File: config.mk
export PLATFORM = sky130hd
export DESIGN_NAME = ayatsuki_bus_fabric
export DESIGN_NICKNAME = d
export VERILOG_FILES = /design/src/rtl/ayatsuki_bus_fabric_pkg.sv /design/src/rtl/ayatsuki_bus_fabric_bus_addr_decode.sv /design/src/rtl/ayatsuki_bus_fabric.sv
export SDC_FILE = /design/constraint.sdc
export NUM_CORES = 1
export LEC_CHECK = 0
export ABC_AREA = 1
export CAP_MARGIN = 20
export CORE_AREA = 4 4 153 155
export CTS_BUF_LIST = sky130_fd_sc_hd__clkbuf_16
export CTS_CLUSTER_DIAMETER = 60
export DETAILED_ROUTE_END_ITERATION = 10
export DIE_AREA = 0 0 157 159
export GPL_ROUTABILITY_DRIVEN = 0
export PLACE_DENSITY = 0.62
export SLEW_MARGIN = 20
export SYNTH_ARGS = -nofsm -noshare
export SYNTH_HDL_FRONTEND = slang
export SYNTH_SLANG_ARGS = --single-unit
File: constraint.sdc
create_clock -name clk -period 2.3 [get_ports clk]
set_clock_uncertainty 0.2 [all_clocks]
set_input_delay 0.69 -clock clk [delete_from_list [all_inputs] [get_ports clk]]
set_output_delay 0.69 -clock clk [all_outputs]
set_load 0.1 [all_outputs]
File: src/rtl/ayatsuki_bus_fabric_pkg.sv
//------------------------------------------------------------------
// ayatsuki_bus_fabric_pkg - shared types and SoC address map. Rev 1.0
//------------------------------------------------------------------
`default_nettype none

package ayatsuki_bus_fabric_pkg;

  typedef enum logic [1:0] {
    ST_IDLE = 2'd0,
    ST_DATA = 2'd1,
    ST_WAIT = 2'd2
  } rd_state_e;

  // Wide enough for up to 8 slaves plus a distinct "no slave" code
  localparam int              SEL_W    = 4;
  localparam logic [SEL_W-1:0] SEL_NONE = 4'hF;
  localparam int              CNT_W    = 8;

  localparam logic [31:0] SOC_MEM_BASE  = 32'h0000_0000;
  localparam logic [31:0] SOC_MEM_MASK  = 32'h0000_F000;
  localparam logic [31:0] SOC_TIM_BASE  = 32'h0000_1000;
  localparam logic [31:0] SOC_TIM_MASK  = 32'h0000_FF00;
  localparam logic [31:0] SOC_UART_BASE = 32'h0000_2000;
  localparam logic [31:0] SOC_UART_MASK = 32'h0000_FF00;

endpackage

`default_nettype wire

File: src/rtl/ayatsuki_bus_fabric_bus_addr_decode.sv
//------------------------------------------------------------------
// bus_addr_decode - priority base/mask address decoder. Rev 1.0
//------------------------------------------------------------------
`default_nettype none

module bus_addr_decode
  import ayatsuki_bus_fabric_pkg::*;
#(
  parameter int                        N_SLV    = 4,
  parameter int                        ADDR_W   = 32,
  parameter logic [N_SLV*ADDR_W-1:0]   SLV_BASE = '0,
  parameter logic [N_SLV*ADDR_W-1:0]   SLV_MASK = '0
) (
  input  logic [ADDR_W-1:0] addr_i,
  output logic              hit_o,
  output logic [SEL_W-1:0]  idx_o
);

  // Scan from the top down so the lowest matching index is the last write
  always_comb begin
    hit_o = 1'b0;
    idx_o = SEL_NONE;
    for (int k = N_SLV - 1; k >= 0; k--) begin
      if ((addr_i & SLV_MASK[k*ADDR_W +: ADDR_W]) == SLV_BASE[k*ADDR_W +: ADDR_W]) begin
        hit_o = 1'b1;
        idx_o = SEL_W'(k);
      end
    end
  end

endmodule

`default_nettype wire

File: src/rtl/ayatsuki_bus_fabric.sv
//------------------------------------------------------------------
// ayatsuki_bus_fabric - core-to-N-slave interconnect with wait states. Rev 1.0
//------------------------------------------------------------------
`default_nettype none

module ayatsuki_bus_fabric
  import ayatsuki_bus_fabric_pkg::*;
#(
  parameter int                        N_SLV    = 4,
  parameter int                        ADDR_W   = 32,
  parameter int                        DATA_W   = 32,
  parameter logic [N_SLV*ADDR_W-1:0]   SLV_BASE = '0,
  parameter logic [N_SLV*ADDR_W-1:0]   SLV_MASK = '0,
  parameter int                        TIMEOUT  = 15
) (
  input  logic                    clk,
  input  logic                    rst_n,
  input  logic                    m_r_en_i,
  input  logic [ADDR_W-1:0]       m_r_addr_i,
  input  logic                    m_w_en_i,
  input  logic [ADDR_W-1:0]       m_w_addr_i,
  input  logic [DATA_W-1:0]       m_w_data_i,
  output logic [DATA_W-1:0]       m_r_data_o,
  output logic                    m_stall_o,
  output logic                    m_err_o,
  output logic [ADDR_W-1:0]       m_err_addr_o,
  output logic [N_SLV-1:0]        s_r_en_o,
  output logic [N_SLV-1:0]        s_w_en_o,
  output logic [ADDR_W-1:0]       s_r_addr_o,
  output logic [ADDR_W-1:0]       s_w_addr_o,
  output logic [DATA_W-1:0]       s_w_data_o,
  input  logic [N_SLV*DATA_W-1:0] s_r_data_i,
  input  logic [N_SLV-1:0]        s_r_ready_i
);

  logic              r_hit, w_hit;
  logic [SEL_W-1:0]  r_idx, w_idx;

  rd_state_e         state_q;
  logic [SEL_W-1:0]  sel_q;
  logic [ADDR_W-1:0] addr_q;
  logic [CNT_W-1:0]  cnt_q;
  logic              w_err_q;
  logic [ADDR_W-1:0] err_addr_q;

  logic              sel_ready;
  logic [DATA_W-1:0] sel_data;
  logic              at_limit;
  logic              rd_err;
  logic              stall;
  logic              w_unmapped;

  bus_addr_decode #(
    .N_SLV    (N_SLV),
    .ADDR_W   (ADDR_W),
    .SLV_BASE (SLV_BASE),
    .SLV_MASK (SLV_MASK)
  ) u_rd_decode (
    .addr_i (m_r_addr_i),
    .hit_o  (r_hit),
    .idx_o  (r_idx)
  );

  bus_addr_decode #(
    .N_SLV    (N_SLV),
    .ADDR_W   (ADDR_W),
    .SLV_BASE (SLV_BASE),
    .SLV_MASK (SLV_MASK)
  ) u_wr_decode (
    .addr_i (m_w_addr_i),
    .hit_o  (w_hit),
    .idx_o  (w_idx)
  );

  always_comb begin
    sel_ready = 1'b0;
    sel_data  = '0;
    for (int k = 0; k < N_SLV; k++) begin
      if (sel_q == SEL_W'(k)) begin
        sel_ready = s_r_ready_i[k];
        sel_data  = s_r_data_i[k*DATA_W +: DATA_W];
      end
    end
  end

  assign at_limit = (cnt_q == CNT_W'(TIMEOUT));

  // Stall drops in the cycle that completes the read, whether by data or by timeout
  always_comb begin
    stall  = 1'b0;
    rd_err = 1'b0;
    case (state_q)
      ST_DATA: begin
        stall  = (sel_q != SEL_NONE) && !sel_ready;
        rd_err = (sel_q == SEL_NONE);
      end
      ST_WAIT: begin
        stall  = !sel_ready && !at_limit;
        rd_err = !sel_ready && at_limit;
      end
      default: begin
        stall  = 1'b0;
        rd_err = 1'b0;
      end
    endcase
  end

  assign w_unmapped = m_w_en_i && !w_hit && !stall;

  always_comb begin
    s_r_en_o = '0;
    s_w_en_o = '0;
    for (int k = 0; k < N_SLV; k++) begin
      if (state_q == ST_WAIT) begin
        s_r_en_o[k] = (sel_q == SEL_W'(k));
      end else begin
        s_r_en_o[k] = m_r_en_i && r_hit && !stall && (r_idx == SEL_W'(k));
      end
      s_w_en_o[k] = m_w_en_i && w_hit && !stall && (w_idx == SEL_W'(k));
    end
  end

  always_ff @(posedge clk) begin
    if (!rst_n) begin
      state_q    <= ST_IDLE;
      sel_q      <= SEL_NONE;
      addr_q     <= '0;
      cnt_q      <= '0;
      w_err_q    <= 1'b0;
      err_addr_q <= '0;
    end else begin
      w_err_q <= w_unmapped;
      // A write error's pulse lands a cycle later, so its address is the newer one
      if (w_unmapped) begin
        err_addr_q <= m_w_addr_i;
      end else if (rd_err) begin
        err_addr_q <= addr_q;
      end

      case (state_q)
        ST_IDLE, ST_DATA: begin
          if (stall) begin
            state_q <= ST_WAIT;
            cnt_q   <= CNT_W'(1);
          end else if (m_r_en_i) begin
            state_q <= ST_DATA;
            sel_q   <= r_hit ? r_idx : SEL_NONE;
            addr_q  <= m_r_addr_i;
          end else begin
            state_q <= ST_IDLE;
            sel_q   <= SEL_NONE;
          end
        end
        ST_WAIT: begin
          if (sel_ready || at_limit) begin
            state_q <= ST_IDLE;
            sel_q   <= SEL_NONE;
            cnt_q   <= '0;
          end else if (cnt_q != '1) begin
            cnt_q <= cnt_q + 1'b1;
          end
        end
        default: begin
          state_q <= ST_IDLE;
          sel_q   <= SEL_NONE;
        end
      endcase
    end
  end

  assign m_r_data_o   = ((state_q != ST_IDLE) && sel_ready) ? sel_data : '0;
  assign m_stall_o    = stall;
  assign m_err_o      = w_err_q || rd_err;
  assign m_err_addr_o = err_addr_q;
  assign s_r_addr_o   = m_r_addr_i;
  assign s_w_addr_o   = m_w_addr_i;
  assign s_w_data_o   = m_w_data_i;

endmodule

`default_nettype wire

==> impl_metrics.csv, run 1 <==
group,metric,value,unit
status,outcome,"complete, but fails checks",
status,violations,"setup timing",
setup_path,path_class,"flop to output port",
route,drc,0,
min_path,holdPathEnd,"addr_q[21]$_SDFFE_PN0P_",
min_path,whs_path_depth,2,
setup_path,cp_cell_sequence,"inv_2 -> ha_4 -> or2_4 -> buf_12 -> nor2_4 -> buf_12",
cells_and_area,register_area,1510,µm²
sta,period_minus_slack,2.58,ns
cells_and_area,diodes,0,
grt,grtUsageTotal,0.104,
clock_tree,clock-sinks,75,
synth,yosysTopAreaCellShare,0.368,
flow_run,drv_cap,0,
clock_tree,clkLatencyLatePin,0.33,ns
cells_and_area,multiInputGateArea,1860,µm²
placed_design,placedCellCount,950,
synth,synth_edf_count,0,
pwr,powerDensity,567,nW/µm²
cells_and_area,fin_util,0.342,
setup_path,crit_fanout,8,
placed_design,place_ws,-0.701,ns
cells_and_area,drive_above_1_share,0.359,
grt,use_met1,0.103,
cells_and_area,area_delta_synth_final,82.9,%
setup_path,critPathArrivalTime,1.69,ns
cells_and_area,mostFrequentLayoutCells,"nor2_1, buf_12, dfxtp_1",
sta,maxSlewViolCount,0,
grt,gr-usage-met2,0.185,
cells_and_area,fin_cells,985,
clock_tree,cts_made_buffers,9,
setup_path,crit_path_start_kind,"flop",
route,wl_per_cell,13.7,µm
setup_path,r2r-end,"cnt_q[2]$_SDFFE_PN0P_",
cells_and_area,fin_nets,938,
sta,finalHoldViolCount,0,
clock_tree,cts_tree,"done",
synth,syn_inst,574,
route,via_per_inst,3.85,
synth,yosysUniqueCellTypes,30,
synth,synth_ff_type,"dfxtp_1",
clock_tree,cts-root-buf,"clkbuf_16",
grt,top_usage_layer,"met2",
min_path,min_path_type,"flop to flop",
setup_path,r2r_start,"state_q[0]$_SDFFE_PN0P_",
synth,synth_seq_cells,75,
floorplan,num_rows,54,
pwr,leakage,3.12,nW
setup_path,reg2reg_setup_slack,0.09,ns
route,vias,3790,
sta,whs,0.275,ns
setup_path,end_kind,"output port",
route,ant_nets,0,
setup_path,critPathMostFrequentCell,"buf_12",
floorplan,dieHeight,159,µm
setup_path,rr_worst_depth,11,
sta,setup_violations,36,
sta,worst_slack,-0.285,ns
route,drtIter0Drc,127,
setup_path,crit_family,"simple AND/OR/NAND/NOR gates",
floorplan,io_pins,402,
setup_path,crit_required,1.41,ns
min_path,min_from,"addr_q[21]$_SDFFE_PN0P_",
synth,synth_seq_area_share,0.368,
grt,grt_remaining_overflow,0,
grt,grt_use_met3,0.0554,
cells_and_area,layout_commonest_cell,"nor2_1",
synth,synth_async_sr_flop_share,0,
route,first_pass_iters,5,
floorplan,fp.dieW,157,µm
grt,grt_max_degree,70,
pwr,total_power,4.23,mW
sta,min_period_over_period,1.12,
synth,yosys_warnings,0,
floorplan,die_area,25000,µm²
grt,grt_pass1_vias,3752,
setup_path,crit_buf_inv,3,
pwr,peakVddDrop,0.307,mV
synth,syn_area_per_cell,7.11,µm²
setup_path,critPathSlowestCell,"dfxtp_2",
clock_tree,cts_max_level,3,
sta,fmax,387,MHz
sta,rsz0062_at_grt,"true",
placed_design,io_buffer_count,168,
setup_path,cp_slowest_stage_delay,0.35,ns
cells_and_area,fill_cells,2244,
grt,grt_pass1_wl,20400,µm
floorplan,core_area,21800,µm²
synth,synth_area_leader_cell,"dfxtp_1",
floorplan,start_util,0.187,
route,drt_wl_total,13500,µm
placed_design,dp.final_hpwl,10600,µm
clock_tree,cts_buffer_depth,2,
synth,synth.area.top_cells,"dfxtp_1, buf_4, nor2_1",
synth,synth_area,4080,µm²
grt,antenna_found_initial,0,
clock_tree,clk_pin_slew,0.06,ns
-- layout make-up --
type	instances	area share
clock buffer	9	0.0302
clock inverter	6	0.00570
inverter	51	0.0285
multi-input combinational	328	0.249
sequential	75	0.202
tap	280	0.0469
timing repair buffer	236	0.437
-- metal layers --
layer / part of all wire / routed length (µm)
met5: 0 / 0
met1: 0.35 / 4770
met4: 0.018 / 250
met2: 0.50 / 6790
met3: 0.13 / 1720
-- what timing repair did --
item                                    in CTS  in global routing
gates resized for setup                     57                 12
pin swaps                                   17                  8
endpoints found under the setup margin      96                 40
hold endpoints to repair                     0                  0
setup buffers                               11                  8
hold buffers                                 0                  0
gates cloned                                 2                  0
-- sequential cells by signal (all words and copies together), names as in the netlist --
signal / cells
cnt_q: 8
addr_q: 32
sel_q: 1
m_err_addr_o: 32
state_q: 2
-- synth_stat cells, types with 2 or more instances --
master    number
nand3_2        2
nand4_1        2
buf_6          9
o21ai_1        9
a21oi_1       10
dfxtp_1       75
inv_1         48
ha_1           5
xor2_1         2
nand2_1       28
o21ai_0       60
nand2_2        2
nor2_1       176
nand2_4        2
nand3_1       12
clkbuf_1      13
nor3_1         5
buf_4        102
-- tightest hold or removal path: cells and delay by family (launching register included) --
| family | cells | cell delay [ns] |
|---|---|---|
| flip-flops | 1 | 0.32 |
| AND/OR/NAND/NOR | 2 | 0.12 |
-- logic make-up (layout without fill, tap and decap cells) --
family | after synthesis | in the layout | synth area share
buffers and inverters | 176 | 302 | 0.273
XOR/XNOR | 3 | 3 | 0.00644
other | 1 | 6 | 0.000919
flip-flops | 75 | 75 | 0.368
AO/OA/AOI/OAI | 83 | 83 | 0.107
AND/OR/NAND/NOR | 231 | 231 | 0.229
adder cells (fa/ha/maj) | 5 | 5 | 0.0153
-- stage by stage --
| stage | instance area [µm²] | TNS (ns) |
|---|---|---|
| floorplan | 4480 | -14.60 |
| finish | 7470 | -8.85 |
| CTS | 7380 | -9.56 |
| detailed placement | 6930 | -49.22 |
| global route | 7470 | -11.18 |
| global placement | 6930 | -48.26 |
-- worst max path at each step --
stage / from / to / slack [ns] / depth (start not counted)
2_1_floorplan: s_r_ready_i[0] / s_w_en_o[0] / -0.66 / 6
3_3_place_gp: s_r_ready_i[0] / m_r_data_o[10] / -0.70 / 6
3_5_place_dp: s_r_ready_i[0] / m_r_data_o[21] / -0.70 / 6
4_1_cts: state_q[1]$_SDFFE_PN0P_ / m_r_data_o[6] / -0.31 / 6
5_1_grt: state_q[1]$_SDFFE_PN0P_ / m_r_data_o[6] / -0.35 / 6
6_report: state_q[1]$_SDFFE_PN0P_ / m_r_data_o[1] / -0.28 / 6
-- where the power goes --
group,internal [mW],leakage [nW],switching (mW)
logic,0.554,2.38,0.932
registers,1.40,0.616,0.0594
clock network,0.726,0.128,0.566
total,2.68,3.12,1.56
No activity file was read; power rests on OpenSTA's default activity.
==> run 2: changes to the inputs <==
Settings changed: CTS_CLUSTER_SIZE from default to 25.
==> results of run 2 <==
The final DEF is identical to that of run 1; final timing and power are the same.
==> RTL edit, RTL diff (settings of run 1) <==
`ADDR_W` is set to 32 in 2 places; all go to 64.
--- a/src/rtl/ayatsuki_bus_fabric_bus_addr_decode.sv
+++ b/src/rtl/ayatsuki_bus_fabric_bus_addr_decode.sv
@@ -8,5 +8,5 @@
 #(
   parameter int                        N_SLV    = 4,
-  parameter int                        ADDR_W   = 32,
+  parameter int                        ADDR_W   = 64,
   parameter logic [N_SLV*ADDR_W-1:0]   SLV_BASE = '0,
   parameter logic [N_SLV*ADDR_W-1:0]   SLV_MASK = '0
--- a/src/rtl/ayatsuki_bus_fabric.sv
+++ b/src/rtl/ayatsuki_bus_fabric.sv
@@ -8,5 +8,5 @@
 #(
   parameter int                        N_SLV    = 4,
-  parameter int                        ADDR_W   = 32,
+  parameter int                        ADDR_W   = 64,
   parameter int                        DATA_W   = 32,
   parameter logic [N_SLV*ADDR_W-1:0]   SLV_BASE = '0,
Interface: changed (5 resized); port bits go from 402 to 562. No check against the original RTL was run, so the function may have changed too.
==> RTL edit against run 1 <==
The run still ends with negative setup slack left. Area after synthesis rose by 65%. Count of clock-buffer cells in the layout rose by 8. Global-route usage rose by 13 points. Final area rose by 57%. Sequential cell count rose by 64. Critical endpoint is now s_r_en_o[0]. Highest routed layer is now met5. Setup slack got worse by 0.083 ns. Synthesized cell count rose by 60%. Routed wire length rose by 120%. Power rose by 93%. Final cell count rose by 42%.
==> RTL edit: results (changes against run 1) <==
metric	value	unit	change
met2 wire length	13000	um	was 6790 um
Signal buffers	372		was 236
fill count	1981		was 2244
M1 WL	8990	um	was 4770 um
pre-CTS setup slack	-0.804	ns	was -0.701 ns
signal buffers share of area	43.5	%	was 43.7%
R2R Path Start	cnt_q[0]		was state_q[0]
post-DR wirelength/cell	21.7	um	was 13.7 um
H-tree depth	4		was 3
final worst slack	-0.368	ns	was -0.285 ns
DR iter-0 viols	268		was 127
largest cells by area after synthesis	dfxtp_1, buf_4, nor2_1		unchanged
Slowest cell on crit path	dfxtp_2		unchanged
standard-cell rows	54		unchanged
nonclk inv count	50		was 51
Worst R2R Setup Slack	0.11	ns	was 0.09 ns
failing checks	negative setup slack		unchanged
# setup viols final	36		unchanged
worst hold slack	0.277	ns	was 0.275 ns
port bufs	264		was 168
min-delay src	addr_q[11]		was addr_q[21]
largest net degree at the start of global routing	88		was 70
top sig layer	met5		was met4
antenna violations before repair	1		was 0
Net Sw Power	2.92	mW	was 1.56 mW
wire length on met3	7480	um	was 1720 um
CP Capture Point	s_r_en_o[0]		was m_r_data_o[1]
status	finished, violations left		unchanged
number of global-route vias before repair	5760		was 3752
origin of the worst setup path	state_q[0]		was state_q[1]
GRT Total Usage	23.5	%	was 10.4%
share of cells above drive strength 1	32.7	%	was 35.9%
Clock Latency Late Sink	0.42	ns	was 0.33 ns
Sequential Area	2790	sq um	was 1510 sq um
Critical Path AT	1.78	ns	was 1.69 ns
routed via count	6080		was 3790
Pleak	5.00	nW	was 3.12 nW
fraction of area in multi-input gates	22.4	%	was 24.9%
CLK BUF	17		was 9
worst ir drop on vdd	0.441	mV	was 0.307 mV
Post-synth top cells	nor2_1, buf_4, dfxtp_1		unchanged
nets@finish	1403		was 938
first-pass GRT wire length	41800	um	was 20400 um
flops & latches, synth	139		was 75
Netlist cell types	28		was 30
cells on worst reg2reg path	12		was 11
placed instance area	11000	sq um	was 6930 sq um
Antenna Cells	0		unchanged
top-area cell type share of the netlist area	41.4	%	was 36.8%
register area share after synthesis	41.4	%	was 36.8%
post-DP HPWL	25200	um	was 10600 um
==> RTL edit: cell count changes after synthesis, sizes merged, moves of 5 or more <==
cell / delta
dfxtp: +64
nor2: +124
buf: +75
o21ai: +63
clkbuf: +11
nand2: +5
==> RTL edit: worst min-delay path, stage by stage (launching register included) <==
cell and delay, ns:
dfxtp_1 0.32, nor2_1 0.04, nor2_1 0.08
==> RTL edit: through the flow <==
stage	power, mW	TNS, ns	cells
floorplan	5.09	-14.82	922
global placement	5.23	-76.73	1358
detailed placement	5.26	-76.64	1358
CTS	8.26	-12.81	1395
global route	8.50	-14.62	1395
finish	8.18	-11.60	1395
==> RTL edit: kinds of logic after synthesis <==
logic type	share of synthesized area, %
other	0.0558
AOI/OAI and AO/OA	11.0
and+or+nand+nor	20.9
buffers and inverters	25.2
adders and majority gates	0.931
xor gates and xnor gates	0.391
DFF	41.4
==> RTL edit: routing by layer <==
layer | GRT usage, % | vias up
met5 | 6.15 | -
met3 | 26.7 | 44
li1 | - | 3062
met4 | 6.07 | 6
met1 | 20.8 | 2672
met2 | 34.6 | 296
==> RTL edit: power by group through the flow <==
stage | clock, mW | combinational (mW) | sequential (mW)
after CTS | 3.07 | 2.48 | 2.71
after detailed placement | 0 | 2.50 | 2.76
final | 3.01 | 2.46 | 2.71
after global placement | 0 | 2.48 | 2.75
after global routing | 3.18 | 2.59 | 2.73
after floorplan | 0 | 2.00 | 3.10
==> RTL edit: worst min path at each step <==
stage | end | depth (start not counted)
after floorplan | addr_q[54] | 2
after global placement | addr_q[35] | 2
after detailed placement | addr_q[51] | 2
after CTS | addr_q[54] | 2
after global routing | addr_q[57] | 2
final | addr_q[11] | 2
==> RTL edit: timing repair <==
item	in CTS	in global routing
gates resized for setup	81	5
buffers inserted	5	0
setup endpoints to repair	97	39
pin swaps	8	4
